[src/rtl/pdp8_tty_pkg.sv]
// Shared definitions for the PDP-8 teletype serial pair (M706 receiver and
// M707 transmitter).
//   tty_state_t        : frame sequencer state encoding
//   DEF_CLKS_PER_BIT   : default clock cycles per serial bit time
//   DEF_DATA_BITS      : default data bits per character
//   DEF_STOP_BITS      : default stop bits per frame
//   MARK               : idle / stop level of the current loop line
package pdp8_tty_pkg;

  typedef enum logic [1:0] {
    IDLE  = 2'd0,
    START = 2'd1,
    DATA  = 2'd2,
    STOP  = 2'd3
  } tty_state_t;

  localparam int DEF_CLKS_PER_BIT = 16;
  localparam int DEF_DATA_BITS    = 8;
  localparam int DEF_STOP_BITS    = 2;

  localparam logic MARK = 1'b1;

endpackage

[src/rtl/tty_bit_timer.sv]
// Bit-time divider shared by the teletype receiver and transmitter.
// Counts enabled clock cycles and pulses bit_end for one cycle on the last
// cycle of every bit time.
//   clk      : system clock
//   rst      : synchronous active-high reset, counter to 0
//   clear    : synchronous restart of the bit time, counter to 0
//   enable   : count this cycle
//   bit_end  : high on the final cycle of a bit time (counter wraps on this edge)
module tty_bit_timer #(
  parameter int CLKS_PER_BIT = 16
) (
  input  logic clk,
  input  logic rst,
  input  logic clear,
  input  logic enable,
  output logic bit_end
);

  localparam int CNT_W = (CLKS_PER_BIT > 1) ? $clog2(CLKS_PER_BIT) : 1;
  localparam logic [CNT_W-1:0] LAST = CNT_W'(CLKS_PER_BIT - 1);

  logic [CNT_W-1:0] clk_cnt_q;
  logic [CNT_W-1:0] clk_cnt_d;

  // A clear always restarts the bit time, even if the count is also enabled.
  assign bit_end = enable && !clear && (clk_cnt_q == LAST);

  always_comb begin
    clk_cnt_d = clk_cnt_q;
    if (clear) begin
      clk_cnt_d = '0;
    end else if (enable) begin
      clk_cnt_d = (clk_cnt_q == LAST) ? '0 : clk_cnt_q + CNT_W'(1);
    end
  end

  always_ff @(posedge clk) begin
    if (rst) begin
      clk_cnt_q <= '0;
    end else begin
      clk_cnt_q <= clk_cnt_d;
    end
  end

endmodule

[src/rtl/m707_tty_xmit.sv]
// M707 teletype transmitter. Latches a character from the AC bus on a TLS
// load strobe and sends it LSB-first as start bit, data bits and stop bits,
// then raises the printer flag.
//   clk         : system clock
//   rst         : synchronous active-high reset (I/O power clear)
//   load        : 1-cycle TLS strobe, accepted only while not busy
//   data_in     : character to send, sampled on an accepted load
//   clear_flag  : 1-cycle strobe that clears the done flag
//   serial_out  : registered line output, 1 = mark, 0 = space
//   flag        : transmitter done flag, held until cleared
//   busy        : frame in progress
module m707_tty_xmit
  import pdp8_tty_pkg::*;
#(
  parameter int CLKS_PER_BIT = DEF_CLKS_PER_BIT,
  parameter int DATA_BITS    = DEF_DATA_BITS,
  parameter int STOP_BITS    = DEF_STOP_BITS
) (
  input  logic                 clk,
  input  logic                 rst,
  input  logic                 load,
  input  logic [DATA_BITS-1:0] data_in,
  input  logic                 clear_flag,
  output logic                 serial_out,
  output logic                 flag,
  output logic                 busy
);

  localparam int BIT_W = $clog2(DATA_BITS + STOP_BITS + 1);

  tty_state_t           state_q, state_d;
  logic [DATA_BITS-1:0] shift_q, shift_d;
  logic [BIT_W-1:0]     bit_cnt_q, bit_cnt_d;
  logic                 serial_q, serial_d;
  logic                 flag_q, flag_d;
  logic                 busy_q, busy_d;

  logic load_accept;
  logic bit_end;
  logic last_data;
  logic last_stop;
  logic frame_done;

  assign load_accept = load && (state_q == IDLE);
  assign last_data   = (bit_cnt_q == BIT_W'(DATA_BITS - 1));
  assign last_stop   = (bit_cnt_q == BIT_W'(STOP_BITS - 1));
  assign frame_done  = (state_q == STOP) && bit_end && last_stop;

  // The timer only runs during a frame; an accepted load restarts it so the
  // start bit gets a full bit time.
  tty_bit_timer #(
    .CLKS_PER_BIT(CLKS_PER_BIT)
  ) u_bit_timer (
    .clk    (clk),
    .rst    (rst),
    .clear  (load_accept),
    .enable (busy_q),
    .bit_end(bit_end)
  );

  always_ff @(posedge clk) begin
    if (rst) begin
      state_q   <= IDLE;
      shift_q   <= '0;
      bit_cnt_q <= '0;
      serial_q  <= MARK;
      flag_q    <= 1'b0;
      busy_q    <= 1'b0;
    end else begin
      state_q   <= state_d;
      shift_q   <= shift_d;
      bit_cnt_q <= bit_cnt_d;
      serial_q  <= serial_d;
      flag_q    <= flag_d;
      busy_q    <= busy_d;
    end
  end

  always_comb begin
    state_d = state_q;
    case (state_q)
      IDLE:    if (load_accept)            state_d = START;
      START:   if (bit_end)                state_d = DATA;
      DATA:    if (bit_end && last_data)   state_d = STOP;
      STOP:    if (bit_end && last_stop)   state_d = IDLE;
      default:                             state_d = IDLE;
    endcase
  end

  // The line is registered one bit ahead: on each bit_end edge the value of
  // the next bit is loaded, so the shift register always holds the bits that
  // have not yet been put on the line.
  always_comb begin
    shift_d   = shift_q;
    bit_cnt_d = bit_cnt_q;
    serial_d  = serial_q;
    busy_d    = busy_q;
    flag_d    = flag_q;
    case (state_q)
      IDLE: begin
        if (load_accept) begin
          shift_d   = data_in;
          bit_cnt_d = '0;
          serial_d  = ~MARK;
          busy_d    = 1'b1;
        end
      end
      START: begin
        if (bit_end) begin
          serial_d  = shift_q[0];
          shift_d   = shift_q >> 1;
          bit_cnt_d = '0;
        end
      end
      DATA: begin
        if (bit_end) begin
          if (last_data) begin
            serial_d  = MARK;
            bit_cnt_d = '0;
          end else begin
            serial_d  = shift_q[0];
            shift_d   = shift_q >> 1;
            bit_cnt_d = bit_cnt_q + BIT_W'(1);
          end
        end
      end
      STOP: begin
        if (bit_end) begin
          if (last_stop) begin
            busy_d    = 1'b0;
            bit_cnt_d = '0;
          end else begin
            bit_cnt_d = bit_cnt_q + BIT_W'(1);
          end
        end
      end
      default: begin
        serial_d = MARK;
        busy_d   = 1'b0;
      end
    endcase
    // Completion is applied after the clears so a coincident clear_flag
    // cannot swallow a finished frame.
    if (clear_flag || load_accept) flag_d = 1'b0;
    if (frame_done)                flag_d = 1'b1;
  end

  assign serial_out = serial_q;
  assign flag       = flag_q;
  assign busy       = busy_q;

endmodule

[config.mk]
export PLATFORM = sky130hd
export DESIGN_NAME = m707_tty_xmit
export DESIGN_NICKNAME = d
export VERILOG_FILES = /design/src/rtl/pdp8_tty_pkg.sv /design/src/rtl/tty_bit_timer.sv /design/src/rtl/m707_tty_xmit.sv
export SDC_FILE = /design/constraint.sdc
export NUM_CORES = 1
export LEC_CHECK = 0
export BUFFER_PORTS_ARGS = -buffer_cell sky130_fd_sc_hd__buf_4
export CAP_MARGIN = 40
export CORE_ASPECT_RATIO = 0.8
export CORE_UTILIZATION = 35
export CTS_CLUSTER_SIZE = 28
export DETAILED_ROUTE_END_ITERATION = 12
export SLEW_MARGIN = 15
export SYNTH_ARGS = -nofsm -noshare
export SYNTH_HDL_FRONTEND = slang
export SYNTH_SLANG_ARGS = --single-unit
[constraint.sdc]
create_clock -name clk -period 2.1 [get_ports clk]
set_input_delay 0.315 -clock clk [delete_from_list [all_inputs] [get_ports clk]]
set_output_delay 0.315 -clock clk [all_outputs]
set_load 0.01 [all_outputs]
# Word level (Yosys, flattened, before mapping)
# Index checks and enable logic that the tools add are counted.
[totals] regBits=21 latch_bits=0 ramBits=0 romBits=0 out_inout_bits=3 memories=0
[classes] add_sub_neg=2 mul=0 div_mod_pow=0 order_cmp=0 n_eq_ne=14 n_shift=0 mux=29 bitwise_logic=0 reduce_logical=19
[ops] op="$mux 8" n=4
[ops] op="$mux 4" n=7
[ops] op="$pmux 8 s3" n=1
[ops] op="$pmux 4 s4" n=1
[ops] op="$reduce_and 4->1" n=4
[ops] op="$ne 2x2->1 const B" n=7
[ops] op="$mux 1" n=9
[ops] op="$add 4x1->4 const B" n=2
[ops] op="$mux 2" n=4
[ops] op="$pmux 2 s4" n=1
[ops] op="$logic_and 1x1->1" n=7
[ops] op="$reduce_and 5->1" n=1
[ops] op="$eq 2x2->1 const B" n=2
[ops] op="$eq 4x1->1 const B" n=1
[ops] op="$eq 4x3->1 const B" n=1
[ops] op="$eq 4x4->1 const B" n=1
[ops] op="$reduce_bool 2->1" n=2
[ops] op="$pmux 1 s3" n=1
[ops] op="$reduce_bool 3->1" n=1
[ops] op="$eq 2x1->1 const B" n=1
[ops] op="$logic_not 2->1" n=1
[ops] op="$ne 2x1->1 const B" n=1
[ops] op="$pmux 1 s2" n=1
[ops] op="$reduce_or 2->1" n=1
[ops] op="other kinds (2)" n=2

# Depth between registers and ports, before layout
# Gate-level depths: netlist (run 1).
[logic_depth] ltp_word=8 depth_mapped=7 mapped_depth_nobuf=6

# Cells and area by module
# From an unflattened synthesis (run 1), not the netlist that was laid out.
[unflattened] cells_unflattened=124 area_unflattened_um2=1161.1
[by_module_without_submodules] mod="m707_tty_xmit" instances=1 cells_per_inst=105 area_per_inst_um2=979.7 seq_area_each_um2=340.3
[by_module_without_submodules] mod="tty_bit_timer" instances=1 cells_per_inst=19 area_per_inst_um2=181.4 seq_area_each_um2=80.1

# Worst setup path after synthesis (run 1)
# Ideal clock, no wire load.
[synth_path] kind="flip-flop to flip-flop" start="register state_q[0]" end="register state_q[0]" setup_time_ps=115 t_arrival_ps=1780 slack_ps=205 path_stages_with_launch=7 path_buffers=0 path_cell_list="dfxtp_1 -> inv_1 -> ha_1 -> nor4b_2 -> o22ai_2 -> or4_1 -> and3_1"
[synth_between] elab_chain_len=8 elab_cells_between_ends=16 classes_between="eq/ne: 7; mux: 1; reduce/logical: 8"
[synth_rtl] item="start, declared" line="m707_tty_xmit.sv:31" source="tty_state_t state_q, state_d;"
[synth_rtl] item="start signal, assigned" line="m707_tty_xmit.sv:70" source="state_q <= state_d;"
[synth_rtl] item="$logic_not 2->1" line="m707_tty_xmit.sv:44, m707_tty_xmit.sv:81"
[synth_rtl] item="$logic_and 1x1->1" line="m707_tty_xmit.sv:44" source="assign load_accept = load && (state_q == IDLE);"
[synth_rtl] item="$logic_not 1->1" line="tty_bit_timer.sv:26" source="assign bit_end = enable && !clear && (clk_cnt_q == LAST);"
[synth_rtl] item="$logic_and 1x1->1 (2 in a row)" line="tty_bit_timer.sv:26"
[synth_rtl] item="$logic_and 1x1->1 (on tied branches)" line="m707_tty_xmit.sv:84, m707_tty_xmit.sv:85"
[synth_rtl] item="$ne 2x2->1 (no source line) or $ne 2x1->1 (tied branches)"
[synth_rtl] item="$reduce_and 4->1 (no source line)"
# Several ways; a longest one is shown, not always the timed one.
# A chain may end at the register's enable or synchronous reset.

# Worst setup path in the final report (run 1)
[layout_path] start="register state_q[1]" end="register state_q[0]"
# The elaborated chain is that of the path after synthesis.

==> results of run 1 <==
[area by class of cell]
| class | instances | area [sq um] | area share |
|---|---|---|---|
| Multi-Input combinational cell | 93 | 731 | 0.517 |
| Sequential cell | 21 | 420 | 0.298 |
| Timing Repair Buffer | 19 | 143 | 0.101 |
| Tap cell | 40 | 50.0 | 0.0354 |
| Clock buffer | 3 | 41.3 | 0.0292 |
| Inverter | 6 | 22.5 | 0.0159 |
| Clock inverter | 1 | 5.00 | 0.00354 |
[Yosys cell counts, types with 2 or more instances]
cell and n:
a211oi_1 4, a211oi_2 3, a21oi_1 5, dfxtp_1 21, ha_1 8, inv_1 6, mux2i_1 8, nand2_1 9
nand3_1 5, nand4_1 3, nor2_1 13, nor3_1 4, nor3b_1 2, nor4b_2 2, o211ai_1 3, o21ai_0 3
o31ai_1 2
[how the worst min path moves through the flow]
stage                                                startpoint                                    end  slack, ns  cells past startpoint
after floorplan           u_bit_timer.clk_cnt_q[3]$_SDFFE_PP0P_  u_bit_timer.clk_cnt_q[3]$_SDFFE_PP0P_       0.47                      2
after global placement                  serial_out$_SDFFE_PP1P_                serial_out$_SDFFE_PP1P_       0.47                      2
after detailed placement                serial_out$_SDFFE_PP1P_                serial_out$_SDFFE_PP1P_       0.48                      2
after CTS                                            clear_flag                      flag$_SDFFE_PP0P_       0.30                      3
after global routing                                 clear_flag                      flag$_SDFFE_PP0P_       0.30                      3
final                                                data_in[7]                shift_q[7]$_SDFFE_PP0P_       0.31                      2
[power by group through the flow]
stage / registers (mW) / clock network, mW / logic (mW)
global route: 0.607 / 0.300 / 1.12
detailed placement: 0.598 / 0 / 0.982
finish: 0.587 / 0.273 / 1.01
CTS: 0.588 / 0.285 / 0.985
floorplan: 0.578 / 0 / 0.742
global placement: 0.591 / 0 / 0.955
[cells by family after synthesis]
family,Yosys count,share of synthesized area
flip-flops,21,0.356
XOR/XNOR,2,0.0148
multiplexers,8,0.0677
AND/OR/NAND/NOR,49,0.244
buffers and inverters,11,0.0476
adder cells (fa/ha/maj),8,0.0847
AO/OA/AOI/OAI,26,0.185
[metal layers]
layer,vias up,wire (um),track usage
met4,0,10,0.0426
met3,2,94,0.0445
met1,471,1160,0.195
met5,-,0,0
li1,505,-,-
met2,15,1080,0.224
[registers in the layout, indices dropped and copies added, names as in the netlist]
signal / count
serial_out: 1
bit_cnt_q: 4
u_bit_timer.clk_cnt_q: 4
flag: 1
busy: 1
shift_q: 8
state_q: 2
[through the flow]
stage                     total power, mW  area (sq um)   util  cells
final                                1.87          1410  0.448    183
after global routing                 2.03          1410  0.448    183
after CTS                            1.86          1390  0.440    183
after detailed placement             1.58          1340  0.425    179
after global placement               1.55          1340  0.425    179
after floorplan                      1.32          1180      -    125
[worst max-delay path, cell delays in order (launching register included)]
cell and delay [ns]:
dfxtp_1 0.39, inv_1 0.11, ha_1 0.27, nor4b_4 0.31
o22ai_2 0.13, or4_1 0.42, and3_1 0.19
[layout by cell type, fill, tap and decap left out, drive strengths merged, types with 2 or more instances in the layout]
cell type,instances
dfxtp,21
buf,19
nor2,14
nand2,9
mux2i,8
ha,8
a211oi,7
inv,6
a21oi,5
nand3,5
nor3,5
nand4,3
o21ai,3
o211ai,3
clkbuf,3
nor4b,3
nor3b,2
o31ai,2
o41ai,2
[timing repair]
item | in CTS | in global routing
hold endpoints to repair | 0 | 0
resized for setup | 0 | 4
hold buffers | 0 | 0
setup endpoints to repair | 0 | 1
==> flow_summary.yaml, run 1 <==
outcome:
  status: "completed"
synthesis:
  synth-edff-count: 0
  synthDistinctLibCells: 41
  synth.avg_cell_area_sq_um: 9.46
  synthTopCellsByArea: "dfxtp_1, ha_1, mux2i_1, nor2_1, a211oi_2"
  synth_top_cell_area_share: 0.356
  synth-seq-cells: 21
  ys_warn_count: 0
  ys_async_sr_fraction: 0
  netlist_area_sq_um: 1180
  syn-num-nets: 145
  synthFlopType: "dfxtp_1"
  synth_cells: 125
  synth_seq_area_share: 0.356
  yosysTopAreaCell: "dfxtp_1"
sta:
  fin_skew_ns: 0.00128
  rsz0062_at_grt: "false"
  hold_viol: 0
  worst_pin_slew_ns: 0.309
  drv_slew: 0
  setup_tns_ns: 0
  period_minus_slack_ns: 1.91
  setup_viol: 0
  holdWs_ns: 0.305
  fin_crit_sh: 0.910
  setup_ws_ns: 0.189
  relSlewSlack: 0.794
  fmaxAchievable_ghz: 0.523
clocking:
  cts_setup_buffers: 0
  clk_pin_slew_ns: 0.08
  cts.sink_count: 21
  htree_levels: 1
  cts_tree: "yes"
  cts.root.buffer_cell: "clkbuf_8"
  cts_buffers: 3
  clk_latency_ns: 0.26
  ctsLongestPathBuffers: 2
run:
  cap_violations: 0
drt:
  vias: 993
  ant_nets: 0
  wl_per_cell_um: 12.8
  drtIter0Drc: 58
  routed_wl_mm: 2.35
  first_pass_iters: 4
  drc: 0
  vias_per_cell: 5.43
floorplanning:
  placementRows: 18
  die_w_um: 67.0
  start_util: 0.375
  die-area_sq_um: 3620
  ioPinCount: 15
  core_sq_um: 3150
  die_y_um: 54.0
worst_hold_path:
  min_path_type: "input pin to flop"
critical_path:
  endpoint: "state_q[0]$_SDFFE_PP0P_"
  start_kind: "flop"
  critPathMaxFanout: 4
  r2r_end: "state_q[0]$_SDFFE_PP0P_"
  end_kind: "flop"
  reg2reg_depth: 6
  worstSetupPathType: "flop to flop"
  rr_startpoint: "state_q[1]$_SDFFE_PP0P_"
  worstPathArrival_ns: 2.08
  r2r_setup_slack_ns: 0.19
  worstPathRequired_ns: 2.26
  crit_path_start: "state_q[1]$_SDFFE_PP0P_"
cells_and_area:
  fin_nets: 164
  area_delta_synth_final_pct: 19.5
  drive_gt1_frac: 0.259
  insertedDiodeCount: 0
  fillCellCount: 318
placed_design:
  preCtsSetupSlack_ns: 0.0898
  portBuffers: 14
  place_congestion: 0.788
  dp_hpwl_mm: 1.73
power:
  power_switching_uw: 765
  peakVddDrop_v: 0.000681
  power.density_nw_per_um2: 1330
  p_seq_frac: 0.313
  p_clk_frac: 0.146
  p_int_mw: 1.11
  swShare: 0.408
  pwr-share-comb: 0.541
  power_leakage_nw: 0.567
global_route:
  track_usage: 0.145
  grt-ovfl-total: 0
  grt_pass1_wl_mm: 3.90
  grt_max_degree: 17
  grt_pass1_vias: 854
  grt_antenna_before_repair: 0
No activity file was read; power rests on OpenSTA's default activity.
==> inputs of run 2 (changes only) <==
Settings changed: CELL_PAD_IN_SITES_DETAIL_PLACEMENT set to 1, CELL_PAD_IN_SITES_GLOBAL_PLACEMENT set to 1, CTS_BUF_LIST set to sky130_fd_sc_hd__clkbuf_16, HOLD_SLACK_MARGIN set to 0.12, PLACE_DENSITY_LB_ADDON set to 0.1.
==> run 2 against run 1 <==
Effect of this change: die area unchanged; global-route usage up 2.2 points; clock skew up 0.0025 ns; setup slack worse by 0.011 ns.
==> flow_summary.yaml, run 2 (synthesized netlist as in run 1, its figures left out) <==
sta:
  fmaxAchievable_ghz: 0.520
  fin_skew_ns: 0.00373
  setup_viol: 0
  relSlewSlack: 0.687
  setup_tns_ns: 0
  worst_pin_slew_ns: 0.470
  rsz0062_at_grt: "false"
  hold_viol: 0
  fin_crit_sh: 0.915
  drv_slew: 0
  period_minus_slack_ns: 1.92
global_route:
  grt-ovfl-total: 0
  grt_pass1_wl_mm: 4.33
  grt_pass1_vias: 909
  grt_max_degree: 17
  grt-busiest-layer: "met2"
  track_usage: 0.167
  met3_usage: 0.0508
  grt_antenna_before_repair: 0
  grt_use_met2: 0.249
  grt.met1_usage: 0.233
clocking:
  htree_levels: 1
  ctsResizeCount: 0
  cts.root.buffer_cell: "clkbuf_16"
  cts.sink_count: 21
  holdBufCountCts: 0
  clk_pin_slew_ns: 0.06
  cts_tree: "yes"
  clk_latency_ns: 0.25
  cts_setup_buffers: 0
  ctsLongestPathBuffers: 2
  cts_buffers: 3
power:
  p_clk_frac: 0.195
  power_switching_uw: 796
  power_leakage_nw: 0.581
  p_seq_frac: 0.291
  p_int_mw: 1.25
  peakVddDrop_v: 0.000502
  power.density_nw_per_um2: 1410
  swShare: 0.390
  fin_total_pwr_mw: 2.04
  pwr-share-comb: 0.514
drt:
  vias: 969
  vias_per_cell: 5.32
  wl_per_cell_um: 14.8
  drc: 0
  routed_wl_mm: 2.70
  ant_nets: 0
  first_pass_iters: 2
  drtIter0Drc: 30
cells_and_area:
  mostFrequentLayoutCell: "dfxtp_1"
  area_delta_synth_final_pct: 22.2
  mostFrequentLayoutCells: "dfxtp_1, buf_4, nor2_1"
  largest_registers: "shift_q: 8 flops, bit_cnt_q: 4 flops, u_bit_timer.clk_cnt_q: 4 flops"
  drive_gt1_frac: 0.239
  insertedDiodeCount: 0
  utilization: 0.458
  fillCellCount: 370
  regMostFlops: "shift_q"
  fin_nets: 163
  largest_register_ffs: 8
critical_path:
  start_kind: "flop"
  critPathMaxFanout: 4
  worstPathRequired_ns: 2.24
  worstSetupPathType: "flop to flop"
  end_kind: "flop"
  worstPathArrival_ns: 2.07
run:
  cap_violations: 0
floorplanning:
  start_util: 0.375
  die_w_um: 67.0
  core_sq_um: 3150
  die_y_um: 54.0
  die-area_sq_um: 3620
  ioPinCount: 15
  placementRows: 18
placed_design:
  portBuffers: 14
  dp_hpwl_mm: 2.02
  place_congestion: 0.758
outcome:
  status: "completed"
worst_hold_path:
  min_path_type: "input pin to flop"
## run 2: cell count changes in the layout (fill, tap and decap cells not counted), sizes merged
cell and delta:
buf -1, clkinv -1, inv +1
## run 2: final timing paths
| kind | start | to | slack, ns | cells after the start |
|---|---|---|---|---|
| max | state_q[1]$_SDFFE_PP0P_ | state_q[0]$_SDFFE_PP0P_ | 0.18 | 6 |
| min | data_in[7] | shift_q[7]$_SDFFE_PP0P_ | 0.32 | 2 |
| max reg2reg | state_q[1]$_SDFFE_PP0P_ | state_q[0]$_SDFFE_PP0P_ | 0.18 | 6 |
| min reg2reg | serial_out$_SDFFE_PP1P_ | serial_out$_SDFFE_PP1P_ | 0.49 | 2 |
## run 2: layout make-up
| class | instances | area [sq um] | area share |
|---|---|---|---|
| tap | 40 | 50.0 | 0.0346 |
| inverter | 6 | 22.5 | 0.0156 |
| timing repair buffer | 18 | 148 | 0.102 |
| multi-input combinational | 93 | 726 | 0.502 |
| sequential | 21 | 420 | 0.291 |
| clock buffer | 3 | 75.1 | 0.0519 |
| clock inverter | 1 | 3.75 | 0.00260 |
## run 2: through the flow
stage / instance area, sq um / instances / setup slack [ns] / hold WS, ns
after detailed placement: 1350 / 178 / 0.114 / 0.485
after floorplan: 1180 / 125 / 0.205 / 0.467
after global placement: 1350 / 178 / 0.186 / 0.466
final: 1450 / 182 / 0.178 / 0.318
after CTS: 1430 / 182 / 0.0921 / 0.320
after global routing: 1450 / 182 / 0.0779 / 0.316
## run 2: power by group through the flow
stage | combinational, mW | sequential, mW | clock [mW]
after floorplan | 0.742 | 0.578 | 0
after global routing | 1.15 | 0.607 | 0.431
after detailed placement | 1.03 | 0.602 | 0
after CTS | 1.04 | 0.593 | 0.408
after global placement | 0.994 | 0.593 | 0
final | 1.05 | 0.594 | 0.399
## run 2: critical path, stage by stage, from the launching register on
cell and delay [ns]:
dfxtp_1 0.39, inv_1 0.10, ha_1 0.26, nor4b_4 0.32, o22ai_2 0.14, or4_1 0.41, and3_1 0.20
## run 2: per-layer routing
metal | vias to the layer above | part of all wire
met4 | 0 | 0.0063
li1 | 498 | -
met2 | 13 | 0.42
met5 | - | 0
met1 | 456 | 0.54
met3 | 2 | 0.036
==> inputs of run 3 (changes only) <==
Settings changed: CORE_UTILIZATION 35 to 39.
Clock period 2.1 ns to 1.7 ns, I/O delays scaled along.
==> run 3 against run 2 <==
Effect of this change: the flow now finishes with violations (setup timing); worst hold slack lost 0.071 ns; final area grew 23%; sequential power grew 33%; flip-flop and latch count is the same; clock skew is essentially flat; global-route usage grew 4.2 points; register-to-register slack lost 0.32 ns; die area shrank 9.9%; first-iteration DRC count grew 140%; cell count grew 12%; fmax grew 4.6%.
==> flow_summary.yaml, run 3 (synthesized netlist as in run 1, its figures left out) <==
outcome:
  status: "finished with violations"
  violations: "setup timing"
global_route:
  grt_max_degree: 17
  track_usage: 0.209
  grt_pass1_wl_mm: 5.20
  grt_antenna_before_repair: 0
  grt-ovfl-total: 0
  grt_pass1_vias: 1121
cells_and_area:
  largest_register_ffs: 8
  fin_nets: 186
  drive_gt1_frac: 0.485
  largest_registers: "shift_q: 8 flops, bit_cnt_q: 4 flops, u_bit_timer.clk_cnt_q: 4 flops"
  mostFrequentLayoutCell: "buf_4"
  area_delta_synth_final_pct: 50.1
  fin_area_sq_um: 1770
  mostFrequentLayoutCells: "buf_4, dfxtp_1, nand2_1"
  regMostFlops: "shift_q"
  insertedDiodeCount: 0
  stdcell_count: 203
  utilization: 0.627
clocking:
  clk_pin_slew_ns: 0.06
  clk_latency_ns: 0.26
  cts.root.buffer_cell: "clkbuf_16"
  cts_tree: "yes"
  htree_levels: 1
  ctsLongestPathBuffers: 2
  cts_buffers: 3
  cts.sink_count: 21
sta:
  setup_viol: 11
  hold_viol: 0
  period_minus_slack_ns: 1.84
  drv_slew: 0
  setup_ws_ns: -0.137
  relSlewSlack: 0.775
  fmaxAchievable_ghz: 0.544
  fin_skew_ns: 0.00420
  worst_pin_slew_ns: 0.337
  fin_crit_sh: 1.08
  holdWs_ns: 0.247
  rsz0062_at_grt: "true"
power:
  power_leakage_nw: 0.724
  peakVddDrop_v: 0.000953
  power.density_nw_per_um2: 1870
critical_path:
  cpPeakStageDelay_ns: 0.41
  reg2reg_depth: 6
  r2r_end: "state_q[0]$_SDFFE_PP0P_"
  rr_startpoint: "state_q[1]$_SDFFE_PP0P_"
  critPathMaxFanout: 4
  slowest_stage: "or4_1"
  r2r_setup_slack_ns: -0.14
  worstPathRequired_ns: 1.85
  endpoint: "state_q[0]$_SDFFE_PP0P_"
  crit_cells: 6
  crit_chain: "inv_2 -> ha_4 -> nor4b_4 -> o22ai_2 -> or4_1 -> and3_1"
  start_kind: "flop"
  crit_path_start: "state_q[1]$_SDFFE_PP0P_"
  cp_num_buf_inv: 1
  worstPathArrival_ns: 1.99
  end_kind: "flop"
  cp_top_family: "simple AND/OR/NAND/NOR gates"
  worstSetupPathType: "flop to flop"
floorplanning:
  start_util: 0.418
  core_sq_um: 2830
  ioPinCount: 15
  placementRows: 17
  die-area_sq_um: 3260
  die_w_um: 63.6
  die_y_um: 51.3
drt:
  drc: 0
  wl_per_cell_um: 19.0
  ant_nets: 0
  first_pass_iters: 4
  vias_per_cell: 5.83
  vias: 1183
  routed_wl_mm: 3.86
  drtIter0Drc: 71
worst_hold_path:
  hold-path-cell-count: 2
  min_path_type: "input pin to flop"
placed_design:
  dp.cells: 193
  dpl_cell_area_sq_um: 1520
  portBuffers: 14
  dp_hpwl_mm: 2.29
  place_congestion: 0.763
run:
  cap_violations: 0
-- run 3: cell types whose count changed in the layout (fill, tap and decap cells not counted), sizes merged --
cell    change
clkbuf      +1
buf        +22
-- run 3: how the worst min path moves through the flow --
| stage | start | endpoint | slack [ns] |
|---|---|---|---|
| floorplan | data_in[7] | shift_q[7]$_SDFFE_PP0P_ | 0.42 |
| global placement | serial_out$_SDFFE_PP1P_ | serial_out$_SDFFE_PP1P_ | 0.47 |
| detailed placement | serial_out$_SDFFE_PP1P_ | serial_out$_SDFFE_PP1P_ | 0.48 |
| CTS | data_in[7] | shift_q[7]$_SDFFE_PP0P_ | 0.25 |
| global route | data_in[7] | shift_q[7]$_SDFFE_PP0P_ | 0.26 |
| finish | data_in[7] | shift_q[7]$_SDFFE_PP0P_ | 0.25 |
-- run 3: cell type report --
class / count / area (sq um)
fillers: 316 / 1050
clock inverters: 1 / 3.75
well taps: 38 / 47.5
multi-input cells: 93 / 848
inverters: 6 / 25.0
flip-flops and latches: 21 / 429
clock buffers: 3 / 75.1
repair buffers: 41 / 345
-- run 3: repair_timing --
action                                  4_1_cts  5_1_grt
cloned                                        0        1
gates resized for setup                       4       26
hold buffers                                  0        0
pin swaps                                     1       13
buffers inserted                              1        4
endpoints found under the setup margin       13       14
-- run 3: metrics by stage --
stage | power [mW] | setup slack, ns | setup TNS (ns)
2_1_floorplan | 1.73 | -0.0417 | -0.123
3_3_place_gp | 2.24 | -0.0400 | -0.0554
3_5_place_dp | 2.32 | -0.105 | -0.482
4_1_cts | 2.89 | -0.114 | -0.651
5_1_grt | 3.48 | -0.200 | -1.42
6_report | 3.31 | -0.137 | -0.489
-- run 3: per-layer routing --
layer / global-route usage / share of wire
met1: 0.264 / 0.43
met2: 0.362 / 0.49
met3: 0.0513 / 0.040
met4: 0.0417 / 0.035
met5: 0 / 0
-- run 3: report_power, final --
group	switching [mW]	total, mW	internal (mW)
clock	0.198	0.512	0.315
sequential	0.146	0.791	0.645
combinational	1.02	2.01	0.992
